## config.mk

```make
export PLATFORM = sky130hd
export DESIGN_NAME = scoreboard_input_conditioner
export DESIGN_NICKNAME = d
export VERILOG_FILES = /design/src/rtl/scoreboard_input_conditioner.sv
export SDC_FILE = /design/constraint.sdc
export NUM_CORES = 1
export LEC_CHECK = 0
export ABC_AREA = 1
export CAP_MARGIN = 10
export CORE_MARGIN = 2
export CORE_UTILIZATION = 61
export DETAILED_ROUTE_END_ITERATION = 6
export PLACE_DENSITY_LB_ADDON = 0.1
export SYNTH_ARGS = -nofsm -noshare
export SYNTH_HDL_FRONTEND = slang
export SYNTH_SLANG_ARGS = --single-unit
```

## constraint.sdc

```tcl
create_clock -name clk -period 9.3 [get_ports clk]
set_input_delay 1.395 -clock clk [delete_from_list [all_inputs] [get_ports clk]]
set_output_delay 1.395 -clock clk [all_outputs]
set_load 0.02 [all_outputs]
```

## src/rtl/scoreboard_input_conditioner.sv

```systemverilog
// Conditions the three active-low scoreboard buttons into increment pulses and a reset-hold event.
// Optional auto-repeat of held increment buttons: define SCOREBOARD_AUTO_REPEAT_EN.
module scoreboard_input_conditioner #(
  parameter int unsigned DEBOUNCE_CYCLES = 500000,
  parameter int unsigned HOLD_CYCLES     = 100000000,
  parameter int unsigned REPEAT_DELAY    = 25000000,
  parameter int unsigned REPEAT_PERIOD   = 5000000
) (
  input  logic clk,
  input  logic rst,
  input  logic inc1_btn_n,
  input  logic inc10_btn_n,
  input  logic reset_btn_n,
  output logic inc1_pulse,
  output logic inc10_pulse,
  output logic reset_ready,
  output logic reset_held
);

  localparam int unsigned DB_W   = $clog2(DEBOUNCE_CYCLES + 1);
  localparam int unsigned HOLD_W = $clog2(HOLD_CYCLES + 1);
  localparam logic [DB_W-1:0]   DB_LIMIT  = DB_W'(DEBOUNCE_CYCLES);
  localparam logic [HOLD_W-1:0] HOLD_LAST = HOLD_W'(HOLD_CYCLES - 1);

  typedef enum logic {INC_IDLE, INC_PRESSED} inc_state_t;
  typedef enum logic [1:0] {RST_IDLE, RST_HOLDING, RST_FIRED} rst_state_t;

  // Bit order everywhere: [0]=INC1, [1]=INC10, [2]=RESET
  logic [2:0]      w_raw_n;
  logic [2:0]      r_sync1;
  logic [2:0]      r_sync2;
  logic [2:0]      w_level;
  logic [2:0]      r_acc;
  logic [DB_W-1:0] r_db_cnt [3];
  logic            w_acc_reset;

  assign w_raw_n     = {reset_btn_n, inc10_btn_n, inc1_btn_n};
  assign w_level     = ~r_sync2;
  assign w_acc_reset = r_acc[2];

  always_ff @(posedge clk or posedge rst) begin
    if (rst) begin
      r_sync1 <= '1;
      r_sync2 <= '1;
    end else begin
      r_sync1 <= w_raw_n;
      r_sync2 <= r_sync1;
    end
  end

  // A full count toggles regardless of the current sample; any agreement before that restarts it.
  always_ff @(posedge clk or posedge rst) begin
    if (rst) begin
      r_acc <= '0;
      for (int unsigned i = 0; i < 3; i++) r_db_cnt[i] <= '0;
    end else begin
      for (int unsigned i = 0; i < 3; i++) begin
        if (r_db_cnt[i] == DB_LIMIT) begin
          r_acc[i]    <= ~r_acc[i];
          r_db_cnt[i] <= '0;
        end else if (w_level[i] != r_acc[i]) begin
          r_db_cnt[i] <= r_db_cnt[i] + DB_W'(1);
        end else begin
          r_db_cnt[i] <= '0;
        end
      end
    end
  end

  inc_state_t r_inc_state [2];
  inc_state_t w_inc_next  [2];
  logic [1:0] w_inc_fire;
  logic [1:0] w_rep_hit;

`ifdef SCOREBOARD_AUTO_REPEAT_EN
  localparam int unsigned REP_MAX = (REPEAT_DELAY > REPEAT_PERIOD) ? REPEAT_DELAY : REPEAT_PERIOD;
  localparam int unsigned REP_W   = $clog2(REP_MAX + 1);
  localparam logic [REP_W-1:0] REP_DLY_LAST = REP_W'(REPEAT_DELAY - 1);
  localparam logic [REP_W-1:0] REP_PER_LAST = REP_W'(REPEAT_PERIOD - 1);

  logic [REP_W-1:0] r_rep_cnt [2];
  logic [1:0]       r_rep_first;

  always_comb begin
    w_rep_hit = '0;
    for (int unsigned i = 0; i < 2; i++) begin
      w_rep_hit[i] = (r_inc_state[i] == INC_PRESSED) && r_acc[i] && !w_acc_reset &&
                     (r_rep_cnt[i] == (r_rep_first[i] ? REP_DLY_LAST : REP_PER_LAST));
    end
  end

  always_ff @(posedge clk or posedge rst) begin
    if (rst) begin
      r_rep_first <= '1;
      for (int unsigned i = 0; i < 2; i++) r_rep_cnt[i] <= '0;
    end else begin
      for (int unsigned i = 0; i < 2; i++) begin
        if (r_inc_state[i] != INC_PRESSED) begin
          r_rep_cnt[i]   <= '0;
          r_rep_first[i] <= 1'b1;
        end else if (w_acc_reset) begin
          r_rep_cnt[i] <= '0;
        end else if (w_rep_hit[i]) begin
          r_rep_cnt[i]   <= '0;
          r_rep_first[i] <= 1'b0;
        end else begin
          r_rep_cnt[i] <= r_rep_cnt[i] + REP_W'(1);
        end
      end
    end
  end
`else
  assign w_rep_hit = '0;
`endif

  always_ff @(posedge clk or posedge rst) begin
    if (rst) begin
      for (int unsigned i = 0; i < 2; i++) r_inc_state[i] <= INC_IDLE;
    end else begin
      for (int unsigned i = 0; i < 2; i++) r_inc_state[i] <= w_inc_next[i];
    end
  end

  always_comb begin
    w_inc_fire = '0;
    for (int unsigned i = 0; i < 2; i++) begin
      w_inc_next[i] = r_inc_state[i];
      case (r_inc_state[i])
        INC_IDLE: begin
          if (r_acc[i]) begin
            w_inc_next[i] = INC_PRESSED;
            w_inc_fire[i] = 1'b1;
          end
        end
        INC_PRESSED: begin
          if (!r_acc[i]) w_inc_next[i] = INC_IDLE;
          else if (w_rep_hit[i]) w_inc_fire[i] = 1'b1;
        end
        default: w_inc_next[i] = INC_IDLE;
      endcase
    end
  end

  rst_state_t        r_rst_state;
  rst_state_t        w_rst_next;
  logic [HOLD_W-1:0] r_hold_cnt;
  logic              w_hold_clr;
  logic              w_hold_inc;
  logic              w_ready_fire;

  always_ff @(posedge clk or posedge rst) begin
    if (rst) begin
      r_rst_state <= RST_IDLE;
      r_hold_cnt  <= '0;
    end else begin
      r_rst_state <= w_rst_next;
      if (w_hold_clr)      r_hold_cnt <= '0;
      else if (w_hold_inc) r_hold_cnt <= r_hold_cnt + HOLD_W'(1);
    end
  end

  always_comb begin
    w_rst_next   = r_rst_state;
    w_hold_clr   = 1'b0;
    w_hold_inc   = 1'b0;
    w_ready_fire = 1'b0;
    case (r_rst_state)
      RST_IDLE: begin
        if (w_acc_reset) begin
          w_rst_next = RST_HOLDING;
          w_hold_clr = 1'b1;
        end
      end
      RST_HOLDING: begin
        if (!w_acc_reset) begin
          w_rst_next = RST_IDLE;
        end else if (r_hold_cnt == HOLD_LAST) begin
          w_rst_next   = RST_FIRED;
          w_ready_fire = 1'b1;
        end else begin
          w_hold_inc = 1'b1;
        end
      end
      RST_FIRED: begin
        if (!w_acc_reset) w_rst_next = RST_IDLE;
      end
      default: w_rst_next = RST_IDLE;
    endcase
  end

  // Gating uses the same value reset_held takes this edge, so masking lines up cycle-exactly.
  always_ff @(posedge clk or posedge rst) begin
    if (rst) begin
      inc1_pulse  <= 1'b0;
      inc10_pulse <= 1'b0;
      reset_ready <= 1'b0;
      reset_held  <= 1'b0;
    end else begin
      inc1_pulse  <= w_inc_fire[0] & ~w_acc_reset;
      inc10_pulse <= w_inc_fire[1] & ~w_acc_reset;
      reset_ready <= w_ready_fire;
      reset_held  <= w_acc_reset;
    end
  end

endmodule

```

Word-level counts from Yosys, hierarchy flattened
Cells that the tools add are included.

word-level totals
  bits in writable memories = 0
  ROM bits = 0
  bits in registers = 101
  bits in latches = 0
  memories = 0

operators by class
  shift operators = 0
  add/sub/neg operators = 4
  bitwise gates (word level) = 8
  reductions and logical operators = 3
  multiply operators = 0
  divide/modulo/power cells = 0
  equal/unequal tests = 12
  multiplexer cells = 25
  magnitude comparators = 0

operator list
  operator                 count
  $mux W19                 6
  $add A19 B1 Y19 const B  3
  $eq A19 B19 Y1 const B   3
  $mux W27                 2
  $add A27 B1 Y27 const B  1
  $eq A27 B27 Y1 const B   1
  $mux W1                  10
  $mux W2                  4
  $pmux W2 S3              1
  $not A1 Y1               5
  $ne A2 B2 Y1 const B     2
  $pmux W1 S2              2
  $ne A1 B1 Y1             3
  $ne A3 B3 Y1 const B     1
  $not A3 Y3               1
  $reduce_and A3 Y1        1
  $and A1 B1 Y1            2
  $eq A2 B1 Y1 const B     1
  $eq A2 B2 Y1 const B     1
  $logic_not A2 Y1         1
  $reduce_bool A2 Y1       1

Depth between registers and ports, before layout
  depth in word-level cells = 6
  depth in mapped cells = 11
  mapped depth without buffers = 10

Worst setup path before layout
Ideal clock, no wire load.

  path kind = flip-flop to output port
  start = reg inc10_pulse
  end = out inc10_pulse
  required time = 7.905 ns
  cell stages (with the launch flop) = 1
  arrival time = 0.416 ns
  path slack = 7.489 ns
  cells stage by stage = dfrtp_1

RTL lines
  item                      line  source
  start: declaration        15    output logic inc10_pulse,
  start signal: assignment  200   inc10_pulse <= w_inc_fire[1] & ~w_acc_reset;

No word-level cell between the ends.

Final worst setup path
  start = reg reset_held
  end = out reset_held

RTL lines
  item                      line  source
  start: declaration        17    output logic reset_held
  start signal: assignment  202   reset_held <= w_acc_reset;

No word-level cell between the ends.

==> impl_metrics.toml <==
[run_status]
run_status = "completed"

[timing]
timing.fmax_mhz = 373.0
finalClockSkew_ps = 11.51
setup_viol = 0
holdWs_ps = 366.1
period_needed_ps = 2681
fin_setup_tns_ps = 0
slew_headroom_pct = 46.19
worst_pin_slew_ps = 807.1
rsz0062_at_grt = "no"
hold_viol_final = 0
final-max-slew-violation-count = 0
finalCritPeriodShare_pct = 28.83

[cts]
post_cts_buffers = 0
ctsLongestPathBuffers = 2
cts-root-buf = "clkbuf_8"
cts.sinks = 101
path_clk_slew_ps = 100
holdBufCountCts = 0
tritoncts = "done"
cts-resized-gates = 0
htree_num_levels = 3
clock_latency_ps = 370
cts_buffers = 9

[cells_and_area]
drive_above_1_share_pct = 4.828
diodes = 0
final_net_count = 794
areaGrowthSynthToFinish_pct = 6.434

[worst_setup_path]
cp_top_family = "buffers and inverters"
r2r_cells = 9
cp_max_fo = 1
required_ps = 7910
critPathLaunch = "reset_held"
crit_slowest_cell = "clkdlybuf4s50_1"
path_buf_inv = 1
critPathKind = "reg2out"
critical-path-max-stage-delay_ps = 590
worstReg2RegStart = "r_hold_cnt[0]"
endpoint_kind = "primary output"
worstPathArrival_ps = 1290
r2r-end = "r_hold_cnt[12]"
crit_chain = "clkdlybuf4s50_1"
ff2ff_setup_slack_ps = 7120
worstSetupStartpointType = "register"

[hold_path]
min_path_type = "reg2reg"
min_to = "r_sync2[2]"
hold_depth = 0
hold_start = "r_sync1[2]"

[placement]
dp_hpwl_mm = 8.337
portBuffers = 8
routabilityCongestion = 0.9634

[power_and_ir_drop]
p_clk_share_pct = 35.7
p_int_w = 0.0005658
combinationalPowerShare_pct = 3.6
vdd_ir_drop_max_mv = 0.07074
p_sw_share_pct = 23.26
p_seq_share_pct = 60.8
p_leak_nw = 2.776
p_sw_w = 0.0001715
power_density_nw_per_um2 = 122.4

[grt]
first_global_vias = 4763
track_usage_pct = 25.57
grt-ovfl-total = 0
grt_pass1_wl_mm = 20.84
antenna_found_initial = 0
grt_max_degree = 68

[logic_synthesis]
yosysWarnings = 0
synthesis.area_um2 = 5659
synth_nets = 780
syn_inst = 768
syn_area_per_cell_um2 = 7.369
ys_types = 32
ys_seq_area_share_pct = 44.79
ys_ff_latch = 101

[floorplanning]
io-pin-count = 9
fp-row-count = 35
dieArea_um2 = 10060
die_y_um = 100.3
die_w_um = 100.3
core_area_um2 = 9109
start_util_pct = 62.13

[routing]
drtIter0Drc = 213
first_pass_iters = 7
drt_wl_total_mm = 11.80
wire_per_inst_um = 13.13
vias = 4842
antenna_left = 0
vias_per_cell = 5.392
drc = 0

[flow_run]
cap_violations = 0
through the flow:
stage	total power, W	util [%]	std cells	worst slack [ps]	cell area [µm²]
after CTS	0.0007453	66.13	898	6600	6023
after floorplan	0.0004746	-	768	5268	5659
final	0.0007372	66.13	898	6619	6023
after global placement	0.0004829	64.20	882	6244	5848
after detailed placement	0.0004837	64.20	882	6236	5848
after global routing	0.0007664	66.13	898	6473	6023
routing by layer:
| layer | track usage (%) | vias to the layer above | share of wire, % |
|---|---|---|---|
| met1 | 33.23 | 2285 | 46 |
| li1 | - | 2441 | - |
| met2 | 42.54 | 94 | 48 |
| met4 | 9.273 | 0 | 1.7 |
| met5 | 0 | - | 0 |
| met3 | 5.223 | 22 | 3.6 |
kinds of logic after synthesis:
| group | synth area share [%] |
|---|---|
| xor gates and xnor gates | 6.323 |
| buffers and inverters | 7.606 |
| DFF | 44.79 |
| AOI/OAI and AO/OA | 1.525 |
| adders and majority gates | 1.548 |
| and+or+nand+nor | 38.20 |
synthesized netlist by cell type:
cell / n / area share, %
clkinv_1: 2 / 0.13
dfstp_2: 6 / 2.8
o21ai_0: 2 / 0.18
o21bai_1: 2 / 0.27
inv_2: 5 / 0.33
xor2_1: 37 / 5.7
buf_6: 2 / 0.40
inv_1: 97 / 6.4
nor3_1: 28 / 2.5
xnor2_2: 1 / 0.29
nor2_2: 1 / 0.11
or2_2: 5 / 0.55
a21oi_1: 9 / 0.80
buf_2: 2 / 0.18
o22ai_1: 1 / 0.11
ha_1: 7 / 1.5
nand2_1: 204 / 14
nor2_8: 1 / 0.35
nand3b_1: 3 / 0.40
nor3_4: 1 / 0.29
nand4_1: 33 / 3.6
nor3_2: 1 / 0.18
nor3b_1: 4 / 0.53
buf_1: 2 / 0.13
nor2_4: 2 / 0.40
nand3_1: 65 / 5.7
o21ai_1: 2 / 0.18
dfrtp_1: 95 / 42
nand2_2: 1 / 0.11
xnor2_1: 2 / 0.31
nor4_1: 6 / 0.66
nor2_1: 139 / 9.2
area by class of cell:
class                   count  area [µm²]
clock inverters             1       8.758
fillers                   809        3085
multi-input cells         557        2694
inverters                 104       392.9
well taps                 111       138.9
repair buffers              9       87.58
flip-flops and latches    101        2535
clock buffers              15       166.4
how the worst max path moves through the flow:
| stage | end | slack [ps] | depth (start not counted) |
|---|---|---|---|
| 2_1_floorplan | inc10_pulse | 5270 | 1 |
| 3_3_place_gp | r_db_cnt[24] | 6240 | 3 |
| 3_5_place_dp | r_db_cnt[53] | 6240 | 3 |
| 4_1_cts | inc1_pulse | 6600 | 1 |
| 5_1_grt | r_hold_cnt[4] | 6470 | 3 |
| 6_report | reset_held | 6620 | 1 |
sequential cells by signal, summed over array words and instances, names as in the netlist:
name	flops
reset_ready	1
r_acc	3
r_sync2	3
inc1_pulse	1
r_hold_cnt	27
reset_held	1
r_sync1	3
inc10_pulse	1
r_db_cnt	57
r_inc_state	2
r_rst_state	2
cells in the final DEF (no fill, tap or decap), types with 3 or more instances in the layout:
| cell | instances |
|---|---|
| a21oi_1 | 9 |
| clkbuf_1 | 4 |
| clkbuf_8 | 11 |
| clkdlybuf4s50_1 | 8 |
| dfrtp_1 | 95 |
| dfstp_2 | 6 |
| ha_1 | 7 |
| inv_1 | 96 |
| inv_2 | 5 |
| nand2_1 | 204 |
| nand3_1 | 65 |
| nand3b_1 | 3 |
| nand4_1 | 33 |
| nor2_1 | 139 |
| nor3_1 | 28 |
| nor3b_1 | 4 |
| nor4_1 | 6 |
| or2_2 | 5 |
| xor2_1 | 37 |
power by group through the flow:
| stage | Sequential, W | Combinational, W | Clock [W] |
|---|---|---|---|
| 2_1_floorplan | 0.000456 | 0.0000189 | 0 |
| 3_3_place_gp | 0.000456 | 0.0000266 | 0 |
| 3_5_place_dp | 0.000457 | 0.0000271 | 0 |
| 4_1_cts | 0.000448 | 0.0000273 | 0.000270 |
| 5_1_grt | 0.000449 | 0.0000310 | 0.000287 |
| 6_report | 0.000448 | 0.0000262 | 0.000263 |
No activity file was read; power rests on OpenSTA's default activity.
